### config.mk
export PLATFORM = sky130hd
export DESIGN_NAME = control_sequencer
export DESIGN_NICKNAME = d
export VERILOG_FILES = /design/src/rtl/control_sequencer.sv
export SDC_FILE = /design/constraint.sdc
export NUM_CORES = 1
export LEC_CHECK = 0
export CORE_MARGIN = 2
export CORE_UTILIZATION = 50
export DETAILED_ROUTE_END_ITERATION = 7
export DONT_BUFFER_PORTS = 1
export GPL_TIMING_DRIVEN = 0
export PLACE_DENSITY = 0.69
export SYNTH_ARGS = -nofsm -noshare
export SYNTH_HDL_FRONTEND = slang
export SYNTH_SLANG_ARGS = --single-unit
export TNS_END_PERCENT = 30
### constraint.sdc
create_clock -name i_clock -period 2 [get_ports i_clock]
set_input_delay 0.4 -clock i_clock [delete_from_list [all_inputs] [get_ports i_clock]]
set_output_delay 0.4 -clock i_clock [all_outputs]
set_load 0.02 [all_outputs]
### src/rtl/control_sequencer.sv
// control_sequencer: hardwired Moore control unit for fetch/decode/execute of the datapath
// Ports: i_clock/i_clear_n clock and async active-low reset; i_ir instruction from datapath;
//   i_stop halt request sampled at instruction boundary; o_rin/o_rout one-hot register
//   load/drive; o_* single-bit datapath strobes; o_alu_op ALU select; o_run busy; o_tstate debug step.
module control_sequencer #(
  parameter int NREGS = 16,
  parameter int IRW = 32,
  parameter int OPW = 5
) (
  input  logic             i_clock,
  input  logic             i_clear_n,
  input  logic [IRW-1:0]   i_ir,
  input  logic             i_stop,
  output logic [NREGS-1:0] o_rin,
  output logic [NREGS-1:0] o_rout,
  output logic             o_baout,
  output logic             o_cout,
  output logic             o_pcout,
  output logic             o_pcin,
  output logic             o_incpc,
  output logic             o_marin,
  output logic             o_zin,
  output logic             o_zloout,
  output logic             o_yin,
  output logic             o_irin,
  output logic             o_mdrin,
  output logic             o_mdrout,
  output logic             o_read,
  output logic             o_write,
  output logic [OPW-1:0]   o_alu_op,
  output logic             o_run,
  output logic [3:0]       o_tstate
);
  localparam int RW = $clog2(NREGS);
  localparam logic [OPW-1:0] OP_LD = OPW'(0), OP_LDI = OPW'(1), OP_ST = OPW'(2), OP_ADD = OPW'(3),
    OP_SUB = OPW'(4), OP_AND = OPW'(5), OP_OR = OPW'(6), OP_ADDI = OPW'(12), OP_ANDI = OPW'(13),
    OP_ORI = OPW'(14), OP_HALT = OPW'(27);
  // Encoding doubles as the debug step number.
  typedef enum logic [3:0] {
    S_RST = 4'd0, S_T0 = 4'd1, S_T1 = 4'd2, S_T2 = 4'd3, S_T3 = 4'd4,
    S_T4 = 4'd5, S_T5 = 4'd6, S_T6 = 4'd7, S_T7 = 4'd8, S_HALT = 4'd15
  } state_t;
  state_t r_state, w_next, w_done;
  logic [OPW-1:0] w_op;
  logic [RW-1:0] w_ra, w_rb, w_rc;
  logic [NREGS-1:0] w_ra1h, w_rb1h, w_rc1h;
  logic w_alu, w_imm, w_ld, w_ldi, w_st, w_mem, w_halt, w_exec, w_base0, w_unused;
  assign w_op = i_ir[IRW-1 -: OPW];
  assign w_ra = i_ir[IRW-OPW-1 -: RW];
  assign w_rb = i_ir[IRW-OPW-RW-1 -: RW];
  assign w_rc = i_ir[IRW-OPW-2*RW-1 -: RW];
  assign w_unused = ^i_ir[IRW-OPW-3*RW-1:0];
  assign w_ra1h = NREGS'(1) << w_ra;
  assign w_rb1h = NREGS'(1) << w_rb;
  assign w_rc1h = NREGS'(1) << w_rc;
  assign w_alu = w_op inside {OP_ADD, OP_SUB, OP_AND, OP_OR};
  assign w_imm = w_op inside {OP_ADDI, OP_ANDI, OP_ORI};
  assign w_ld = w_op == OP_LD;
  assign w_ldi = w_op == OP_LDI;
  assign w_st = w_op == OP_ST;
  assign w_mem = w_ld | w_ldi | w_st;
  assign w_halt = w_op == OP_HALT;
  assign w_exec = w_alu | w_imm | w_mem;
  // R0 as an address base reads as constant zero, so BAout replaces its bus drive.
  assign w_base0 = w_mem && w_rb == '0;
  // Stop is only honoured on the edge that ends an instruction.
  assign w_done = i_stop ? S_HALT : S_T0;
  assign o_tstate = r_state;
  assign o_run = r_state != S_RST && r_state != S_HALT;
  always_ff @(posedge i_clock or negedge i_clear_n)
    if (!i_clear_n) r_state <= S_RST;
    else r_state <= w_next;
  always_comb begin
    w_next = S_HALT;
    o_rin = '0;
    o_rout = '0;
    o_baout = 1'b0;
    o_cout = 1'b0;
    o_pcout = 1'b0;
    o_pcin = 1'b0;
    o_incpc = 1'b0;
    o_marin = 1'b0;
    o_zin = 1'b0;
    o_zloout = 1'b0;
    o_yin = 1'b0;
    o_irin = 1'b0;
    o_mdrin = 1'b0;
    o_mdrout = 1'b0;
    o_read = 1'b0;
    o_write = 1'b0;
    o_alu_op = '0;
    case (r_state)
      S_RST: w_next = S_T0;
      S_T0: begin
        o_pcout = 1'b1;
        o_marin = 1'b1;
        o_incpc = 1'b1;
        o_zin = 1'b1;
        w_next = S_T1;
      end
      S_T1: begin
        o_zloout = 1'b1;
        o_pcin = 1'b1;
        o_read = 1'b1;
        o_mdrin = 1'b1;
        w_next = S_T2;
      end
      S_T2: begin
        o_mdrout = 1'b1;
        o_irin = 1'b1;
        w_next = w_halt ? S_HALT : w_exec ? S_T3 : w_done;
      end
      S_T3: begin
        o_yin = 1'b1;
        o_baout = w_base0;
        o_rout = w_base0 ? '0 : w_rb1h;
        w_next = S_T4;
      end
      S_T4: begin
        o_zin = 1'b1;
        o_cout = !w_alu;
        o_rout = w_alu ? w_rc1h : '0;
        o_alu_op = w_mem ? OP_ADD : w_op;
        w_next = S_T5;
      end
      S_T5: begin
        o_zloout = 1'b1;
        o_marin = w_ld | w_st;
        o_rin = (w_alu | w_imm | w_ldi) ? w_ra1h : '0;
        w_next = (w_ld | w_st) ? S_T6 : w_done;
      end
      S_T6: begin
        o_mdrin = 1'b1;
        o_read = w_ld;
        o_rout = w_st ? w_ra1h : '0;
        w_next = S_T7;
      end
      S_T7: begin
        o_mdrout = w_ld;
        o_rin = w_ld ? w_ra1h : '0;
        o_write = w_st;
        w_next = w_done;
      end
      default: w_next = S_HALT;
    endcase
  end
endmodule
==> flow_metrics.py <==
metrics = {
    "placement": {
        "dp_cells": 217,
        "portBuffers": 0,
        "pre_cts_ws_ns": -0.424,
        "hpwl_mm": 3.08,
        "place_area_um2": 1410,
        "gp_routability_congestion": 0.891,
    },
    "clock_tree": {
        "clock_latency_ns": 0.24,
        "cts_sinks": 4,
        "h-tree-depth": 1,
        "cts_tree": "done",
        "cts_buffer_depth": 2,
        "clockRootBuffer": "clkbuf_4",
        "cts_inserted_buffers": 3,
        "clkTransAtPathRegs_ns": 0.04,
    },
    "flow_run": {
        "drv_cap": 0,
    },
    "layout": {
        "largest_register_ffs": 4,
        "mostFrequentLayoutCell": "nor3_2",
        "syn2layout_area_growth_pct": 34.0,
        "drive_gt1_frac": 0.467,
        "fin_util": 0.717,
        "layout.nets": 235,
        "stdcell_count": 229,
        "n_antenna_cell": 0,
        "postLayoutCellArea_um2": 1790,
        "final_cell_mix": "nor3_2, nand2_1, nor2_1, nand2b_1, nor2b_1",
    },
    "floorplan": {
        "start_util": 0.535,
        "design.die.area_um2": 3100,
        "ios": 91,
        "die-height_um": 55.7,
        "rows": 18,
        "core_um2": 2500,
        "dieWidth_um": 55.7,
    },
    "timing": {
        "slew_viol_final": 0,
        "clock_skew_ns": 0.00412,
        "finalHoldViolCount": 0,
        "hold_ws_ns": 0.323,
        "fin_ws_ns": -0.429,
        "finalCriticalPeriod_ns": 2.43,
        "fin_crit_sh": 1.21,
        "max_clock_freq_mhz": 412,
        "slew_headroom": 0.619,
        "rsz0062_at_grt": "yes",
        "setup_viol": 37,
        "tightest_slew_ns": 0.566,
    },
    "synthesis": {
        "syn-num-nets": 222,
        "synth_seq_cells": 4,
        "ys_seq_area_frac": 0.0748,
        "avgSynthCellArea_um2": 7.15,
        "syn_area_um2": 1340,
        "async_flop_share": 1.00,
        "netlist_instances": 187,
        "ys.warnings.count": 0,
        "synth_ff_type": "dfrtp_1",
        "ys_types": 51,
        "synth_edf_count": 0,
    },
    "setup_path": {
        "slowest_stage": "or4b_4",
        "crit_required_ns": 1.60,
        "worstPathCellList": "or4b_4 -> nor3_4 -> nand3_1 -> o211ai_1",
        "critPathTopFamily": "simple AND/OR/NAND/NOR gates",
        "critPathLaunchType": "flip-flop",
        "worstSetupPathType": "flip-flop to output pin",
        "slowest_delay_ns": 0.63,
        "critPathBufInv": 0,
        "cp-end-kind": "output pin",
        "critPathArrivalTime_ns": 2.03,
        "worstPathMaxFanout": 7,
    },
    "hold_path": {
        "min_path_type": "primary input to flip-flop",
    },
    "grt": {
        "grt_pass1_wl_mm": 7.34,
        "grt_max_degree": 11,
        "grt_use_total": 0.286,
        "grt_pass1_vias": 1523,
        "overflow": 0,
        "antenna_found_initial": 0,
    },
    "power_and_ir_drop": {
        "clkPwrFrac": 0.373,
        "power_switching_share": 0.376,
        "power_density_nw_per_um2": 169,
        "pwr-share-seq": 0.269,
        "power_frac_comb": 0.358,
        "ir_drop_mv": 0.294,
        "p_leak_nw": 0.514,
        "switchingPower_uw": 114,
        "power.internal_uw": 189,
    },
    "drt": {
        "final_antenna_net_count": 0,
        "drt-initial-drc-count": 94,
        "vias": 1592,
        "drt-total-wl_mm": 4.52,
        "wire_per_inst_um": 19.8,
        "viasPerCell": 6.95,
        "drc": 0,
        "first_pass_iters": 4,
    },
    "run_status": {
        "violations": "setup timing",
        "status": "finished with violations",
    },
}
==> Yosys cell counts (all sizes together) (5+ instances only) <==
library cell | number | share of area
a22oi | 9 | 0.051
inv | 6 | 0.017
a21oi | 5 | 0.022
nor4 | 5 | 0.057
o21ai | 7 | 0.026
buf | 9 | 0.051
nand2b | 9 | 0.042
nor2 | 19 | 0.065
nor2b | 9 | 0.042
nand2 | 17 | 0.048
o31ai | 8 | 0.045
nor3 | 23 | 0.13
nand3 | 7 | 0.026
==> worst register-to-register path, stage by stage, from the launching register on <==
cell and delay, ns:
dfrtp_2 0.50, clkbuf_1 0.44, o21a_1 0.21, nor2_1 0.04, or4_1 0.42, nand3_1 0.10
==> metrics by stage <==
step,total power [mW],setup TNS (ns)
floorplan,0.157,-5.75
global placement,0.168,-10.90
detailed placement,0.170,-11.21
CTS,0.298,-10.16
global route,0.322,-14.80
finish,0.302,-11.41
==> cells by family (layout without fill, tap and decap cells) <==
| group | after synthesis | after routing | share of synthesized area |
|---|---|---|---|
| AOI/OAI and AO/OA | 48 | 48 | 0.268 |
| buffers and inverters | 18 | 30 | 0.0767 |
| DFF | 4 | 4 | 0.0748 |
| and+or+nand+nor | 117 | 117 | 0.580 |
==> layer usage <==
metal	global-route usage	share of wire
met5	0	0
met4	0.0732	0.0075
met3	0.0791	0.098
met2	0.488	0.49
met1	0.353	0.41
==> power groups by stage <==
stage,combinational [mW],sequential [mW],clock [mW]
global route,0.117,0.0811,0.124
finish,0.108,0.0812,0.113
detailed placement,0.0873,0.0824,0
CTS,0.104,0.0813,0.114
global placement,0.0851,0.0824,0
floorplan,0.0744,0.0824,0
==> path summary, 6_finish.rpt <==
kind / start / endpoint / slack (ns) / depth (start not counted)
setup / recovery: o_tstate[0] / o_rout[0] / -0.43 / 4
hold / removal: i_stop / o_tstate[2] / 0.32 / 2
setup reg to reg: o_tstate[2] / o_tstate[2] / 0.23 / 5
hold reg to reg: o_tstate[0] / o_tstate[0] / 0.81 / 2
max in group asynchronous: i_clear_n / o_tstate[2] / 1.36 / 1
min in group asynchronous: i_clear_n / o_tstate[0] / 0.44 / 1
==> repair_timing <==
action	in CTS	in global routing
buffers inserted	7	0
hold buffers	1	0
resized for setup	52	7
cloned	0	0
setup endpoints to repair	48	42
endpoints found under the hold margin	4	0
pin swaps	11	2
==> layout make-up <==
type | instances | area (um^2)
Sequential cell | 4 | 105
Fill cell | 196 | 708
Clock buffer | 4 | 26.3
Tap cell | 30 | 37.5
Timing Repair Buffer | 8 | 66.3
Multi-Input combinational cell | 165 | 1440
Inverter | 6 | 25.0
Buffer | 12 | 92.6
(Power assumes the default switching activity.)
